===== config.mk =====
export PLATFORM = sky130hd
export DESIGN_NAME = free_list
export DESIGN_NICKNAME = d
export VERILOG_FILES = /design/src/rtl/free_list.sv
export SDC_FILE = /design/constraint.sdc
export NUM_CORES = 1
export LEC_CHECK = 0
export CORE_MARGIN = 5
export CORE_UTILIZATION = 33
export DETAILED_ROUTE_END_ITERATION = 16
export PLACE_DENSITY = 0.58
export SETUP_SLACK_MARGIN = 0.4
export SLEW_MARGIN = 20
export SYNTH_ARGS = -nofsm -noshare
export SYNTH_HDL_FRONTEND = slang
export SYNTH_SLANG_ARGS = --single-unit

===== constraint.sdc =====
create_clock -name clock -period 8.9 [get_ports clock]
set_input_delay 1.78 -clock clock [delete_from_list [all_inputs] [get_ports clock]]
set_output_delay 1.78 -clock clock [all_outputs]
set_load 0.02 [all_outputs]

===== src/rtl/free_list.sv =====
// Physical-register free list: speculative head for dispatch, retire_head for 1-cycle flush rewind.
// Latency: grants are combinational from registered state; pointer/count updates at next edge; no bypass of same-cycle frees.
module free_list #(
    parameter int PHYS_REGS      = 128,
    parameter int ARCH_REGS      = 64,
    parameter int DISPATCH_WIDTH = 1,
    parameter int COMMIT_WIDTH   = 1,
    localparam int FL_DEPTH      = PHYS_REGS - ARCH_REGS,
    localparam int PRF_W         = $clog2(PHYS_REGS),
    localparam int FD_W          = $clog2(FL_DEPTH),
    localparam int CNT_W         = $clog2(FL_DEPTH + 1)
) (
    input  logic                                  clock,
    input  logic                                  reset,
    input  logic [DISPATCH_WIDTH-1:0]             alloc_req_i,
    output logic [DISPATCH_WIDTH-1:0]             alloc_gnt_o,
    output logic [DISPATCH_WIDTH-1:0][PRF_W-1:0]  alloc_prf_o,
    output logic [CNT_W-1:0]                      free_count_o,
    input  logic [COMMIT_WIDTH-1:0]               commit_valid_i,
    input  logic [COMMIT_WIDTH-1:0]               commit_rd_wen_i,
    input  logic [COMMIT_WIDTH-1:0][PRF_W-1:0]    commit_old_prf_i,
    input  logic                                  flush_i,
    output logic                                  overflow_o
);

    localparam logic [CNT_W:0]   DEPTH_X = (CNT_W + 1)'(FL_DEPTH);
    localparam logic [CNT_W-1:0] DEPTH_C = CNT_W'(FL_DEPTH);

    logic [PRF_W-1:0] fl_q [FL_DEPTH];
    logic [FD_W-1:0]  head_q, head_d;
    logic [FD_W-1:0]  retire_head_q, retire_head_d;
    logic [FD_W-1:0]  tail_q, tail_d;
    logic [CNT_W-1:0] count_q, count_d;
    logic [CNT_W-1:0] retire_count_q, retire_count_d;
    logic             overflow_q, overflow_d;

    logic [CNT_W-1:0] n_grant, n_commit, n_retire, n_free, n_fill;
    logic [CNT_W-1:0] outstanding, room;
    logic [COMMIT_WIDTH-1:0] wr_en;
    logic [FD_W-1:0]  wr_ptr [COMMIT_WIDTH];

    function automatic logic [FD_W-1:0] ptr_add(input logic [FD_W-1:0] p, input logic [CNT_W-1:0] n);
        logic [CNT_W:0] s;
        s = (CNT_W + 1)'(p) + (CNT_W + 1)'(n);
        if (s >= DEPTH_X) begin
            s = s - DEPTH_X;
        end
        return s[FD_W-1:0];
    endfunction

    // Grants compact onto consecutive entries starting at head, skipping idle slots.
    always_comb begin
        n_grant     = '0;
        alloc_gnt_o = '0;
        alloc_prf_o = '0;
        for (int i = 0; i < DISPATCH_WIDTH; i++) begin
            if (alloc_req_i[i] && !flush_i && (n_grant < count_q)) begin
                alloc_gnt_o[i] = 1'b1;
                alloc_prf_o[i] = fl_q[ptr_add(head_q, n_grant)];
                n_grant        = n_grant + CNT_W'(1);
            end
        end
    end

    // retire_head can never pass head, so a commit with nothing outstanding retires nothing;
    // frees beyond what fits between retire_head and capacity are dropped and flagged.
    always_comb begin
        n_commit = '0;
        for (int j = 0; j < COMMIT_WIDTH; j++) begin
            if (commit_valid_i[j] && commit_rd_wen_i[j]) begin
                n_commit = n_commit + CNT_W'(1);
            end
        end
        outstanding = retire_count_q - count_q;
        n_retire    = (n_commit < outstanding) ? n_commit : outstanding;
        room        = DEPTH_C - retire_count_q + n_retire;
        n_free      = (n_commit < room) ? n_commit : room;
    end

    always_comb begin
        n_fill = '0;
        wr_en  = '0;
        for (int j = 0; j < COMMIT_WIDTH; j++) begin
            wr_ptr[j] = ptr_add(tail_q, n_fill);
            if (commit_valid_i[j] && commit_rd_wen_i[j] && (n_fill < n_free)) begin
                wr_en[j] = 1'b1;
                n_fill   = n_fill + CNT_W'(1);
            end
        end
    end

    always_comb begin
        tail_d         = ptr_add(tail_q, n_free);
        retire_head_d  = ptr_add(retire_head_q, n_retire);
        retire_count_d = retire_count_q + n_free - n_retire;
        overflow_d     = overflow_q | (n_commit > n_free);
        if (flush_i) begin
            head_d  = retire_head_d;
            count_d = retire_count_d;
        end else begin
            head_d  = ptr_add(head_q, n_grant);
            count_d = count_q - n_grant + n_free;
        end
    end

    always_ff @(posedge clock or negedge reset) begin
        if (!reset) begin
            for (int i = 0; i < FL_DEPTH; i++) begin
                fl_q[i] <= PRF_W'(ARCH_REGS + i);
            end
            head_q         <= '0;
            retire_head_q  <= '0;
            tail_q         <= '0;
            count_q        <= DEPTH_C;
            retire_count_q <= DEPTH_C;
            overflow_q     <= 1'b0;
        end else begin
            for (int j = 0; j < COMMIT_WIDTH; j++) begin
                if (wr_en[j]) begin
                    fl_q[wr_ptr[j]] <= commit_old_prf_i[j];
                end
            end
            head_q         <= head_d;
            retire_head_q  <= retire_head_d;
            tail_q         <= tail_d;
            count_q        <= count_d;
            retire_count_q <= retire_count_d;
            overflow_q     <= overflow_d;
        end
    end

    assign free_count_o = count_q;
    assign overflow_o   = overflow_q;

endmodule

# [Word level (Yosys, flattened, before mapping)]
# Index checks and enable logic that the tools add are counted.
[totals] register_bits=481
[op_classes] n_addsub=15 n_lt_le_gt_ge=13 muxes=21 bitwise=3 n_reduce_logical=6
[op_table] op="448-bit bitwise mux" n=1
[op_table] op="7-bit two-way mux" n=7
[op_table] op="7-bit binary-select mux with 6-bit select" n=1
[op_table] op="7-bit demux with 6-bit select" n=1
[op_table] op="6-bit two-way mux" n=7
[op_table] op="6-bit by 1-bit subtractor with 6-bit output, second input constant" n=5
[op_table] op="7-bit adder" n=3
[op_table] op="7-bit >= comparator, second input constant" n=3
[op_table] op="7-bit subtractor" n=3
[op_table] op="6-bit by 7-bit adder with 8-bit output" n=2
[op_table] op="8-bit by 7-bit >= comparator with 1-bit output, second input constant" n=2
[op_table] op="6-bit by 7-bit >= comparator with 1-bit output, second input constant" n=2
[op_table] op="1-bit by 7-bit less-than comparator with 1-bit output, first input constant" n=2
[op_table] op="7-bit less-than comparator" n=2
[op_table] op="6-bit inverter with 7-bit output" n=2
[op_table] op="6-bit by 1-bit adder with 7-bit output" n=1
[op_table] op="7-bit > comparator" n=1
[op_table] op="7-bit by 1-bit less-than comparator with 1-bit output, second input constant" n=1
[op_table] op="7-bit subtractor, first input constant" n=1
[op_table] op="1-bit logical AND" n=5
[op_table] op="1-bit two-way mux" n=4
[op_table] op="1-bit logical NOT" n=1
[op_table] op="1-bit bitwise OR" n=1

# [Logic depth before layout (Yosys ltp)]
# Gate-level depths: netlist (run 1).
[depth] word_depth=10 ltp_mapped=33

# [Least setup slack after synthesis (run 1)]
# Ideal clock, no wire load.
[synth_path] path_kind="input to register" start="input commit_valid_i" end="register count_q[6], in the netlist free_count_o[6]" setup_time_ns=0.089 arrival_ns=5.887 t_required_ns=8.811 slack_ns=2.924 stages=25 n_path_buf=3 path_cell_list="and2_1 > buf_2 > o41ai_1 > ha_1 > inv_1 > ha_1 > ha_1 > a21oi_1 > a211o_1 > a31o_2 > and4_1 > buf_2 > buf_2 > a21oi_1 > inv_1 > ha_1 > inv_1 > ha_1 > fa_1 > a21o_1 > a21oi_1 > o21bai_1 > a21oi_1 > mux2i_1 > o211ai_1"
[synth_via] elab_chain_len=10 elab_cells_between_ends=11 classes_between="add/sub: 4; order compare: 2; mux: 4; reduce/logical: 1"
[synth_rtl] item="start, declared" line_no="19" source="input logic [COMMIT_WIDTH-1:0] commit_valid_i,"
[synth_rtl] item="1-bit logical AND (*)" line_no="70" source="if (commit_valid_i[j] && commit_rd_wen_i[j]) begin"
[synth_rtl] item="1-bit two-way mux (*)" line_no="70"
[synth_rtl] item="7-bit less-than comparator" line_no="75" source="n_retire = (n_commit < outstanding) ? n_commit : outstanding;"
[synth_rtl] item="7-bit two-way mux" line_no="75"
[synth_rtl] item="7-bit adder" line_no="76" source="room = DEPTH_C - retire_count_q + n_retire;"
[synth_rtl] item="7-bit less-than comparator" line_no="77" source="n_free = (n_commit < room) ? n_commit : room;"
[synth_rtl] item="7-bit two-way mux" line_no="77"
[synth_rtl] item="7-bit adder" line_no="95" source="retire_count_d = retire_count_q + n_free - n_retire;"
[synth_rtl] item="7-bit subtractor" line_no="95"
[synth_rtl] item="7-bit two-way mux (*)" line_no="97" source="if (flush_i) begin"
[synth_rtl] item="named net count_d[6]" line_no="33" source="logic [CNT_W-1:0] count_q, count_d;"
[synth_rtl] item="end signal, assigned" line_no="126" source="count_q <= count_d;"
[synth_rtl] item="end, declared" line_no="33"
# Mark *: on every way through the listed nets, which the timed path passes. The rest lies on a longest branch.
# A chain may end at the register's enable or synchronous reset.

==> results of run 1 <==
-- cells by family after synthesis --
family / Yosys count / share of synthesized area
muxes: 153 / 0.134
buffers and inverters: 374 / 0.0647
adders and majority gates: 60 / 0.0343
AOI/OAI and AO/OA: 610 / 0.214
and+or+nand+nor: 135 / 0.0271
xor gates and xnor gates: 32 / 0.0127
DFF: 481 / 0.513
other: 2 / 0.000312
-- cell type report --
type                       count  area [sq um]
clock inverter                15           178
multi-input combinational   1022         10400
clock buffer                  87          1610
inverter                     257           966
timing repair buffer          70           658
fill                        6803         45400
sequential                   481         12400
tap                          959          1200
-- report_power, final --
part           switching (W)  internal [W]  leakage [nW]
sequential          0.000591       0.00330          5.35
combinational        0.00270       0.00197          4.72
clock               0.000940       0.00130         0.877
-- cells in the final DEF, fill, tap and decap left out, types with 12 or more instances in the layout --
cell type and instances:
a211o_1 12, a211oi_4 28, a21oi_1 22, buf_4 38
clkbuf_1 20, clkbuf_16 54, clkbuf_8 13, clkdlybuf4s50_1 27
conb_1 32, dfrtp_1 220, dfstp_2 258, ha_1 50
inv_1 256, mux4_2 136, nand2_1 75, o211ai_2 14
o211ai_4 17, o21ai_0 13, o21ai_1 12, o22ai_1 210
o2bb2ai_1 245, xnor2_1 21
-- metal layers --
layer  global-route usage  vias up
met5                    0        -
met4               0.0577        2
met3               0.0441      131
met2                0.271      664
met1                0.268     8742
li1                     -     7010
-- worst max path at each step --
stage,start,endpoint,cells after the start
floorplan,commit_valid_i,free_count_o[6],25
global placement,commit_valid_i,free_count_o[6],24
detailed placement,commit_valid_i,free_count_o[6],24
CTS,flush_i,alloc_prf_o[5],9
global route,retire_count_q[0],free_count_o[6],29
finish,flush_i,alloc_prf_o[2],9
-- stage by stage --
step	worst slack (ns)	hold slack [ns]	total power [W]	util
3_3_place_gp	1.96	0.450	0.00837	0.351
5_1_grt	1.60	0.476	0.0114	0.376
6_report	2.13	0.463	0.0108	0.376
2_1_floorplan	2.92	0.439	0.00703	-
3_5_place_dp	1.86	0.455	0.00852	0.351
4_1_cts	2.13	0.465	0.0108	0.376
-- critical path, cell delays in order --
cell and delay [ns]:
clkdlybuf4s50_1 0.82, nand2b_1 0.34, a41oi_1 0.17, buf_4 0.19, nand2b_1 0.13, a211oi_1 0.28, a21oi_1 0.07, o21ai_1 0.47
clkdlybuf4s50_1 0.73
-- state kept, by name (all words and copies together), names as in the netlist --
name            cells
fl_q              448
free_count_o        7
head_q              6
overflow_o          1
retire_count_q      7
retire_head_q       6
tail_q              6
-- cell usage after synthesis, drive strengths merged (11+ instances only) --
cell type | number | area share
o21ai | 25 | 0.0052
dfstp | 258 | 0.28
mux2i | 11 | 0.0046
ha | 50 | 0.026
o2bb2ai | 245 | 0.089
buf | 97 | 0.021
nor2b | 12 | 0.0031
nand2 | 75 | 0.012
o211ai | 32 | 0.020
a211oi | 34 | 0.025
mux4 | 136 | 0.13
inv | 256 | 0.040
clkbuf | 20 | 0.0033
o22ai | 210 | 0.055
xnor2 | 22 | 0.0088
dfrtp | 223 | 0.23
a21oi | 22 | 0.0046
a211o | 12 | 0.0044
==> impl_metrics.tcl, run 1 <==
set metrics [dict create \
    status "finished, final reports clean" \
    cp.arrival_ns 4.99 \
    area.growth.synth_to_final_pct 13.5 \
    vias 16500 \
    grt_max_degree 194 \
    layout.nets 1959 \
    syn_area_sq_mm 0.0241 \
    syn_area_per_cell_sq_um 13.0 \
    antenna_cells 0 \
    ys_async_sr_fraction 1.00 \
    drt-pass1-iter-count 5 \
    place_inst 2788 \
    max_clock_freq_ghz 0.148 \
    timing.final.hold_violations 0 \
    htree_levels 2 \
    clk_pin_slew_ns 0.06 \
    reg2reg_from "retire_count_q[0]" \
    drive_gt1_frac 0.312 \
    min-delay-start "fl_q[98]" \
    cts-resized-gates 0 \
    via_per_inst 5.72 \
    synth_edf_count 0 \
    critPathMaxFanout 23 \
    wl_met2_microns 31800 \
    met1_length_microns 32200 \
    start_kind "input pin" \
    hold_buffers 0 \
    grt_pass1_wl_microns 111000 \
    yosys_warnings 0 \
    fin_crit_sh 0.760 \
    power_per_cell_area_mw_per_mm2 395 \
    fin_area_sq_mm 0.0274 \
    antenna_found_initial 2 \
    ys_seq_area_frac 0.513 \
    cts_root_buf "clkbuf_16" \
    leakagePower_nw 10.9 \
    place.port_buffers 28 \
    io-pin-count 29 \
    crit_type "input pin to output pin" \
    finalMaxSlewViolations 0 \
    num_rows 99 \
    topRoutingLayerUsed "met5" \
    initial_core_util 0.331 \
    holdPathEnd "fl_q[98]" \
    synth_cells 1847 \
    cp_data_required_time_ns 7.12 \
    grt_pass1_vias 17100 \
    routed_wl_microns 72200 \
    r2r_end "free_count_o[6]" \
    dp_hpwl_microns 46800 \
    dieHeight_microns 280 \
    final_cells 2891 \
    clk_latency_ns 0.63 \
    dr.first_iter.drc_count 1552 \
    ys_ff_latch 481 \
    track_usage 0.183 \
    setup_viol 0 \
    skew_ns 0.0278 \
    routed-wl-met3_microns 5800 \
    core_area_sq_mm 0.0727 \
    postRouteAntennaNets 0 \
    dpl_cell_area_sq_mm 0.0255 \
    rsz0062_at_grt "false" \
    worst_pin_slew_ns 1.12 \
    place.gp.congestion 0.822 \
    maxCapViolations 0 \
    gr-total-overflow 0 \
    peakVddDrop_mv 0.323 \
    tns_ns 0 \
    die_w_microns 280 \
    endpoint_kind "output pin" \
    die_area_sq_mm 0.0785 \
    r2r_cells 29 \
    maxSlewHeadroom 0.248 \
    ys.flop_type "dfstp_2" \
    postCtsSetupRepairBufs 0 \
    drc 0 \
    ys_types 64 \
    cts_made_buffers 54 \
    hp-class "register to register" \
    min_delay_path_depth 2 \
    cts_tree "built" \
    wl_per_cell_microns 25.0 \
    clockBufferDepth 3 \
    cts.sinks 481 \
    fin_crit_ns 6.77 \
    rrSetupSlack_ns 2.20 \
]
No activity file was read; power rests on OpenSTA's default activity.
==> run 2, diff against run 1 <==
==> constraint.sdc (replaced) <==
create_clock -name clock -period 6.8 [get_ports clock]
set_input_delay 1.36 -clock clock [delete_from_list [all_inputs] [get_ports clock]]
set_output_delay 1.36 -clock clock [all_outputs]
set_load 0.02 [all_outputs]
==> run 2 against run 1 <==
Clock skew rose by 0.033 ns. Critical path depth up 19. Clock-buffer cell count decreased by 5. Routed wire length increased by 1.7%. Global-route usage grew 0.12 points. Sequential share of layout area is 0.15 points lower. Register-to-register slack worse by 1.4 ns. Hold slack got worse by 0.00092 ns. Cell count is 0.24% higher. Utilization is 0.12 points higher. Via count rose by 0.90%. Sequential power is 34% higher. Critical path type is now register to register. Largest cell class unchanged. Highest routed layer unchanged.
==> impl_metrics.tcl, run 2 (same netlist as run 1, synthesis figures left out) <==
set metrics [dict create \
    peakVddDrop_mv 0.340 \
    postRouteAntennaNets 0 \
    gr-total-overflow 0 \
    fin_crit_ns 6.02 \
    grt_pass1_wl_microns 112000 \
    place.gp.congestion 0.855 \
    cts.sinks 481 \
    maxCapViolations 0 \
    grt_max_degree 188 \
    path_depth 28 \
    drive_gt1_frac 0.318 \
    top_usage_layer "met2" \
    htree_levels 2 \
    area.growth.synth_to_final_pct 13.9 \
    via_per_inst 5.76 \
    skew_ns 0.0605 \
    clk_pin_slew_ns 0.06 \
    fin_crit_sh 0.886 \
    die_w_microns 280 \
    maxSlewHeadroom 0.168 \
    cts_tree "built" \
    status "finished, final reports clean" \
    track_usage 0.185 \
    place.port_buffers 28 \
    initial_core_util 0.331 \
    core_area_sq_mm 0.0727 \
    multiInputGateArea_sq_mm 0.0104 \
    setup_viol 0 \
    met3_usage 0.0425 \
    grt_pass1_vias 17100 \
    clockBufferDepth 3 \
    wl_per_cell_microns 25.3 \
    max_clock_freq_ghz 0.166 \
    drc 0 \
    power_per_cell_area_mw_per_mm2 518 \
    crit_type "register to register" \
    dr.first_iter.drc_count 1881 \
    hp-class "register to register" \
    path_delay_family "compound AO/OA/AOI/OAI gates" \
    worst_path_max_delay_cell "a311o_2" \
    cp_data_required_time_ns 7.32 \
    fillers 6863 \
    cts_root_buf "clkbuf_16" \
    min_delay_path_depth 2 \
    vias 16700 \
    worst-path-buf-inv 5 \
    timing.final.hold_violations 0 \
    final_cell_mix "258 x dfstp_2, 256 x inv_1, 245 x o2bb2ai_1" \
    top_register "fl_q" \
    regArea_sq_mm 0.0124 \
    layout.nets 1969 \
    worst_pin_slew_ns 1.24 \
    drt-pass1-iter-count 5 \
    groute.layer.met1.usage 0.269 \
    finalMaxSlewViolations 0 \
    rsz0062_at_grt "false" \
    leakagePower_nw 11.0 \
    grt_util_met2 0.280 \
    r2r_cells 28 \
    final_cells 2898 \
    routed_wl_microns 73400 \
    endpoint_kind "register" \
    clk_latency_ns 0.64 \
    slowest_delay_ns 0.44 \
    place_inst 2801 \
    largest_reg_flops 448 \
    io-pin-count 29 \
    cp.arrival_ns 6.54 \
    dp_hpwl_microns 47200 \
    critPathMaxFanout 3 \
    final_common_cell "dfstp_2" \
    tns_ns 0 \
    antenna_found_initial 2 \
    dieHeight_microns 280 \
    start_kind "register" \
    hold_buffers 0 \
    cts_made_buffers 52 \
    num_rows 99 \
    die_area_sq_mm 0.0785 \
]
-- run 2: tightest hold or removal path: stages (launching register included) --
cell and delay [ns]:
dfstp_2 0.36, inv_1 0.04, o22ai_1 0.05
-- run 2: metal layers --
metal	share of wire	up-vias	wire, microns
met5	0.00025	-	18
met4	0.024	2	1760
met3	0.089	108	6500
met2	0.45	733	32900
met1	0.44	8819	32200
li1	-	7036	-
-- run 2: final timing paths --
check | from | endpoint | slack (ns)
worst max register to register | retire_count_q[0] | free_count_o[6] | 0.78
max in group asynchronous | reset | fl_q[51] | 4.49
worst min-delay path | fl_q[109] | fl_q[109] | 0.46
worst min register to register | fl_q[109] | fl_q[109] | 0.46
min in group asynchronous | reset | retire_count_q[3] | 0.75
worst max-delay path | retire_count_q[0] | free_count_o[6] | 0.78
-- run 2: area by class of cell --
class                   count  share of cell area
clock buffers              82              0.0570
clock inverters            14             0.00652
diodes                      1           0.0000912
well taps                 959              0.0437
inverters                 257              0.0352
repair buffers             82              0.0279
multi-input cells        1022               0.379
flip-flops and latches    481               0.451
-- run 2: power by group --
group	total [W]	switching (W)	internal, W	leakage, nW
Combinational	0.00612	0.00350	0.00262	4.78
Clock	0.00289	0.00123	0.00166	0.848
Sequential	0.00520	0.000883	0.00432	5.35
Total	0.0142	0.00561	0.00860	11.0
-- run 2: per-stage QoR --
step	setup slack (ns)	util	total power, W	area (sq um)	hold WS (ns)
2_1_floorplan	0.857	-	0.00920	24200	0.439
3_3_place_gp	0.728	0.353	0.0111	25700	0.450
3_5_place_dp	0.675	0.353	0.0113	25700	0.455
4_1_cts	0.623	0.377	0.0142	27400	0.463
6_report	0.777	0.377	0.0142	27400	0.462
5_1_grt	0.431	0.377	0.0149	27400	0.475
-- run 2: what timing repair did --
item / CTS / global route
setup endpoints to repair: 0 / 2
buffers inserted: 0 / 0
resized for setup: 0 / 2
